## src/rtl/seg7_capture_encoder.sv

```systemverilog
// Recovers a BCD digit from an asynchronous active-low 7-segment bus.
// The input is synchronized and debounced, then presented on a one-entry valid/ready buffer.
module seg7_capture_encoder #(
  parameter int SYNC_STAGES   = 2,
  parameter int STABLE_CYCLES = 4
) (
  input  logic       clk,
  input  logic       rst_n,
  input  logic [6:0] segmentos_in,
  output logic [3:0] digit_out,
  output logic       digit_valid,
  input  logic       digit_ready,
  output logic       blank,
  output logic       seg_error,
  output logic       overrun
);

  localparam int CNT_W = $clog2(STABLE_CYCLES + 1);
  localparam logic [CNT_W-1:0] CNT_MAX = CNT_W'(STABLE_CYCLES);
  localparam logic [6:0] SEG_BLANK = 7'b1111111;

  typedef enum logic {
    S_TRACK,
    S_HOLD
  } state_t;

  // Returns {is_digit, digit} for an active-low segment pattern.
  function automatic logic [4:0] seg_decode(input logic [6:0] p);
    logic [4:0] r;
    r = 5'b0_0000;
    case (p)
      7'b1000000: r = 5'b1_0000;
      7'b1111001: r = 5'b1_0001;
      7'b0100100: r = 5'b1_0010;
      7'b0110000: r = 5'b1_0011;
      7'b0011001: r = 5'b1_0100;
      7'b0010010: r = 5'b1_0101;
      7'b0000010: r = 5'b1_0110;
      7'b1111000: r = 5'b1_0111;
      7'b0000000: r = 5'b1_1000;
      7'b0010000: r = 5'b1_1001;
      default:    r = 5'b0_0000;
    endcase
    return r;
  endfunction

  logic [6:0]       sync_q [SYNC_STAGES];
  logic [6:0]       sync_seg;
  logic [6:0]       prev_q;
  logic [6:0]       last_q, last_d;
  logic [CNT_W-1:0] cnt_q, cnt_d;
  state_t           state_q, state_d;
  logic [3:0]       digit_q, digit_d;
  logic             valid_q, valid_d;
  logic             blank_q, blank_d;
  logic             err_q, err_d;
  logic             ovr_q, ovr_d;
  logic             same;
  logic             accept;
  logic [4:0]       dec;

  always_ff @(posedge clk or negedge rst_n) begin
    if (!rst_n) begin
      for (int i = 0; i < SYNC_STAGES; i++) sync_q[i] <= SEG_BLANK;
    end else begin
      sync_q[0] <= segmentos_in;
      for (int i = 1; i < SYNC_STAGES; i++) sync_q[i] <= sync_q[i-1];
    end
  end

  assign sync_seg = sync_q[SYNC_STAGES-1];
  assign same     = (sync_seg == prev_q);
  assign dec      = seg_decode(sync_seg);

  always_comb begin
    cnt_d = '0;
    if (same) cnt_d = (cnt_q == CNT_MAX) ? CNT_MAX : cnt_q + CNT_W'(1);
  end

  // Acceptance fires on the edge the counter reaches its target, which keeps
  // the end-to-end latency at SYNC_STAGES + STABLE_CYCLES edges.
  always_comb begin
    state_d = state_q;
    accept  = 1'b0;
    case (state_q)
      S_TRACK: begin
        if (cnt_d == CNT_MAX && sync_seg != last_q) begin
          accept  = 1'b1;
          state_d = S_HOLD;
        end
      end
      S_HOLD: begin
        if (!same) state_d = S_TRACK;
      end
      default: state_d = S_TRACK;
    endcase
  end

  always_comb begin
    last_d  = last_q;
    digit_d = digit_q;
    valid_d = valid_q;
    blank_d = blank_q;
    ovr_d   = ovr_q;
    err_d   = 1'b0;
    if (valid_q && digit_ready) valid_d = 1'b0;
    if (accept) begin
      last_d = sync_seg;
      if (dec[4]) begin
        blank_d = 1'b0;
        if (!valid_q || digit_ready) begin
          digit_d = dec[3:0];
          valid_d = 1'b1;
        end else begin
          ovr_d = 1'b1;
        end
      end else if (sync_seg == SEG_BLANK) begin
        blank_d = 1'b1;
      end else begin
        err_d = 1'b1;
      end
    end
  end

  always_ff @(posedge clk or negedge rst_n) begin
    if (!rst_n) begin
      prev_q  <= SEG_BLANK;
      last_q  <= SEG_BLANK;
      cnt_q   <= '0;
      state_q <= S_TRACK;
      digit_q <= 4'd0;
      valid_q <= 1'b0;
      blank_q <= 1'b1;
      err_q   <= 1'b0;
      ovr_q   <= 1'b0;
    end else begin
      prev_q  <= sync_seg;
      last_q  <= last_d;
      cnt_q   <= cnt_d;
      state_q <= state_d;
      digit_q <= digit_d;
      valid_q <= valid_d;
      blank_q <= blank_d;
      err_q   <= err_d;
      ovr_q   <= ovr_d;
    end
  end

  assign digit_out   = digit_q;
  assign digit_valid = valid_q;
  assign blank       = blank_q;
  assign seg_error   = err_q;
  assign overrun     = ovr_q;

endmodule
```

## config.mk

```make
export PLATFORM = sky130hd
export DESIGN_NAME = seg7_capture_encoder
export DESIGN_NICKNAME = d
export VERILOG_FILES = /design/src/rtl/seg7_capture_encoder.sv
export SDC_FILE = /design/constraint.sdc
export NUM_CORES = 1
export LEC_CHECK = 0
export CAP_MARGIN = 15
export CELL_PAD_IN_SITES_DETAIL_PLACEMENT = 2
export CELL_PAD_IN_SITES_GLOBAL_PLACEMENT = 2
export CORE_MARGIN = 2
export CORE_UTILIZATION = 42
export CTS_BUF_LIST = sky130_fd_sc_hd__clkbuf_4 sky130_fd_sc_hd__clkbuf_8 sky130_fd_sc_hd__clkbuf_16
export CTS_CLUSTER_SIZE = 12
export DETAILED_ROUTE_END_ITERATION = 7
export GPL_TIMING_DRIVEN = 0
export PLACE_DENSITY = 0.89
export SYNTH_ARGS = -nofsm -noshare
export SYNTH_HDL_FRONTEND = slang
export SYNTH_SLANG_ARGS = --single-unit
```

## constraint.sdc

```tcl
create_clock -name clk -period 5.85 [get_ports clk]
set_input_delay 1.17 -clock clk [delete_from_list [all_inputs] [get_ports clk]]
set_output_delay 1.17 -clock clk [all_outputs]
set_load 0.02 [all_outputs]
```

# After elaboration in Yosys (flattened, before gate mapping)
# Cells that the tools add are included.
op_classes:
  n_bitwise: 2
  n_reduce_logical: 9
  mux: 16
  add_sub_neg: 1
  n_eq_ne: 14
ops:
  columns: ["cell", "n"]
  rows:
  - ["$pmux 5 s10", 1]
  - ["$eq 7x7->1 const B", 4]
  - ["$eq 7x5->1 const B", 3]
  - ["$eq 7x6->1 const B", 2]
  - ["$mux 1", 12]
  - ["$eq 7x2->1 const B", 1]
  - ["$eq 7x7->1", 1]
  - ["$logic_not 7->1", 1]
  - ["$ne 7x7->1", 1]
  - ["$eq 3x3->1 const B", 2]
  - ["$mux 3", 2]
  - ["$reduce_and 3->1", 2]
  - ["$add 3x1->3 const B", 1]
  - ["$logic_and 1x1->1", 2]
  - ["$not 1->1", 2]
  - ["$pmux 1 s2", 1]
  - ["$reduce_and 2->1", 1]
  - ["$reduce_bool 2->1", 1]
  - ["$logic_not 1->1", 1]
  - ["$logic_or 1x1->1", 1]
word_totals:
  regBits: 40
  word_cells: 53

# Logic depth before layout (Yosys ltp)
logic_depth:
  word_depth: 8
  ltp_mapped: 7
  mapped_depth_nobuf: 6

# Worst setup path before layout
# No wires, ideal clock.
synth_timing:
  path_type: "register -> register"
  from: "register sync_q (netlist bit sync_seg[6])"
  to: "register digit_q[1] (netlist: digit_out[1])"
  setup_time_ps: 125
  n_path_buf: 1
  required_time_ps: 5725
  path_slack_ps: 3867
  stages_incl_launch_ff: 7
  arrival_time_ps: 1859
  path_cell_list: "dfstp_2 > buf_4 > and3b_2 > o311ai_0 > nand3_1 > nand4_2 > mux2_2"
synth_between:
  elab_chain_cells: 7
  word_cells_on_any_way: 19
synth_lines:
  columns: ["item", "line_no", "rtl"]
  rows:
  - ["start: declaration", "47", "logic [6:0] sync_q [SYNC_STAGES];"]
  - ["$eq 7x7->1", "72", "assign same = (sync_seg == prev_q);"]
  - ["$mux 3", "77", "if (same) cnt_d = (cnt_q == CNT_MAX) ? CNT_MAX : cnt_q + CNT_W'(1);"]
  - ["$eq 3x3->1", "87", "if (cnt_d == CNT_MAX && sync_seg != last_q) begin"]
  - ["$logic_and 1x1->1", "87", null]
  - ["$mux 1", "87", null]
  - ["$mux 1", "85", "case (state_q)"]
  - ["$reduce_and 3->1 (no line)", null, null]
  - ["end signal: assignment", "141", "digit_q <= digit_d;"]
  - ["end: declaration", "53", "logic [3:0] digit_q, digit_d;"]
# Parallel ways exist; a longest one is shown, timed or not.
# A chain may end at the register's enable or synchronous reset.

# Worst setup path after layout
layout_timing:
  from: "register blank_q (netlist: blank)"
  to: "output port blank"
layout_lines:
  columns: ["item", "line_no", "rtl"]
  rows:
  - ["start: declaration", "55", "logic blank_q, blank_d;"]
  - ["start signal: assignment", "143", "blank_q <= blank_d;"]
  - ["end: declaration", "13", "output logic blank,"]
# No word-level cell between the ends.

==> impl_results.md <==
- Hold WS: 0.357 ns
- Starting density of the core: 0.440
- Critical Path End Type: output pin
- Clk pwr share: 0.410
- Num CTS Buffers: 5
- Diode count: 0
- Achievable Freq: ~380 MHz
- Netlist cell types: 41
- Pin slew with the least headroom to its limit: between 0.8 and 0.9 ns
- Setup ws final: about 3.3 ns
- Crit. path cell count: 1
- Fin cells: 207
- DR WL/cell: about 18 um
- P_int: 0.435 mW
- Psw: between 0.1 and 0.15 mW
- Iteration-0 DRC Markers: 27
- RSZ-0062 raised after global routing: false
- Boundary pin count: 18
- Pwr Total: 0.565 mW
- Synthesis warning total: 0
- Max-slew violation count: 0
- Hold_buf cts: 0
- Die X: between 60 and 70 um
- DRC errors left: 0
- Max Cap Viol: 0
- Routed wire length: around 3.7 mm
- IR drop worst, VDD: approximately 0.19 mV
- P&R area growth vs syn: 19.4%
- Layout cell share with drive strength beyond 1: 0.382
- Mean post-synth cell area: ~13 sq um
- Placed insts: about 200
- Clk buf depth: 2
- Switching Fraction: 0.229
- Setup Skew: 0.00849 ns
- Fin util: 0.525
- CP delay by family, top: buffers and inverters
- Final hold vios: 0
- Asr flop ratio synth: 1.00
- Relative slew slack: 0.439
- Area of the multi-input gates: approximately 650 sq um
- DIE AREA: roughly 4800 sq um
- Initial antenna violation count: 0
- Clk slew on worst S/H paths: approximately 0.08 ns
- Dpl ws: between 3 and 4 ns
- Seq/Total Area, Yosys: 0.585
- Avg Vias per Cell: between 5 and 6
- Design Area, Final: 2120 sq um
- Number of global-route vias before repair: about 1200
- Arrival time at the worst endpoint: approximately 1.4 ns
- First-pass GRT wire length: just under 6 mm
- Antenna Violating Nets Remaining: 0
- Lkg Pwr: 0.906 nW
- Crit start category: flip-flop
- Detailed placement HPWL: between 2 and 3 mm
- Final setup TNS: 0 ns
- Most frequent cells in the layout: dfstp_2, clkdlybuf4s50_1, dfrtp_1, xor2_1, nor3_1
- Clock root buffer: clkbuf_8
- Gate power share: 0.069
- Largest net degree at the start of global routing: 41
- Num rows: 23
- Synth Register Bits: 40
- Pwr dens: roughly 270 nW/um^2
- Port bufs: 17
- Hold path cells: 0
- Final Net Count: 168
- CTS tree: done
- Worst Path Class, Setup: flip-flop to output pin
- Global route overflow: 0
- Crit-path slowest cell: clkdlybuf4s50_1
- CP max stage delay: ~0.60 ns
- CP cell instances: clkdlybuf4s50_1
- Post-synth top flop: dfstp_2
- Post-layout minimum cycle time: between 2 and 3 ns
- Mapped Nets: 144
- Data required, critical path: about 4.7 ns
- CTS sink cnt: 40
- Post-Synthesis Cell Area: 1770 sq um
- Placed cell areas: approximately 2000 sq um
- Via Count: ~1100
- Post-Syn Instances: 132
- Status: finished, final reports clean
- Setup bufs post-CTS: 0
- Core ar.: around 4000 sq um
- CP Buf/Inv Count: 1
- RePlAce Congestion: roughly 0.76
- Register area: 1040 sq um
- Setup Viol. Count Final: 0
- First-pass iteration count of the detailed router: 2
- Period Utilization, post-route: 0.444
- Flop pwr share: 0.521
- Post_cts resized: 0
- Clock latency on the worst-skew pair: approximately 0.3 ns
- Critical Path Fanout Max: 2
- Reg2reg path depth: 6
- Die Ht: 69.0 um
- Maximum level of the CTS H-tree: 2
- EDFF count, synth: 0
- Layout fillers: 402
- Worst hold path type: flip-flop to flip-flop
- Most common cell after layout, fill and taps aside: dfstp_2
- Overall Global Routing Usage: 0.179
-- power by group through the flow --
| stage | logic (mW) | clock network [mW] | registers, mW |
|---|---|---|---|
| after floorplan | 0.0219 | 0 | 0.298 |
| after global placement | 0.0370 | 0 | 0.298 |
| after detailed placement | 0.0388 | 0 | 0.299 |
| after CTS | 0.0396 | 0.239 | 0.295 |
| after global routing | 0.0431 | 0.252 | 0.296 |
| final | 0.0388 | 0.232 | 0.294 |
-- sequential cells by signal, indices dropped and copies added (netlist names) --
name	count
prev_q	7
last_q	7
digit_out	4
sync_q	7
cnt_q	3
blank	1
state_q	1
digit_valid	1
seg_error	1
sync_seg	7
overrun	1
-- area by class of cell --
type	instances	share of cell area
timing repair buffer	17	0.0780
multi-input combinational	80	0.307
clock inverter	3	0.0225
tap	50	0.0296
inverter	4	0.00709
sequential	40	0.490
buffer	8	0.0337
clock buffer	5	0.0325
-- cells in the mapped netlist (2+ instances only) --
master	count	share of area
nor3b_1	2	0.0085
mux2_2	2	0.013
buf_6	4	0.025
nor2_1	3	0.0064
dfstp_2	29	0.43
a31oi_1	2	0.0071
nor3_1	7	0.020
dfrtp_1	11	0.16
xor2_1	9	0.044
o21ai_0	5	0.014
nor4_1	2	0.0071
mux2_4	6	0.051
a21oi_1	2	0.0056
nand3_1	4	0.011
and2_1	2	0.0071
buf_4	3	0.013
nand2_1	5	0.011
mux2_1	2	0.013
ha_1	2	0.014
nand3b_1	2	0.0085
inv_1	4	0.0085
xnor2_1	5	0.025
-- kinds of logic (layout without fill, tap and decap cells) --
family / after synthesis / in the layout / synth area share
flip-flops: 40 / 40 / 0.585
AND/OR/NAND/NOR: 38 / 38 / 0.131
XOR/XNOR: 15 / 15 / 0.0783
AO/OA/AOI/OAI: 14 / 14 / 0.0607
buffers and inverters: 12 / 37 / 0.0487
multiplexers: 11 / 11 / 0.0819
adder cells (fa/ha/maj): 2 / 2 / 0.0141
-- worst paths after layout --
kind | end | from | slack [ns]
min reg2reg | sync_seg[6] | sync_q[13] | 0.36
max | blank | blank | 3.25
min | sync_seg[6] | sync_q[13] | 0.36
max in group asynchronous | seg_error | rst_n | 4.35
max reg2reg | digit_out[1] | sync_seg[6] | 3.55
min in group asynchronous | state_q | rst_n | 0.97
-- per-layer routing --
metal,part of all wire,wire length [um],GRT usage
met5,0,0,0
met4,0.014,52,0.0588
met3,0.029,107,0.0487
met2,0.52,1930,0.305
met1,0.44,1610,0.219
Power figures use the tool's default switching activity.
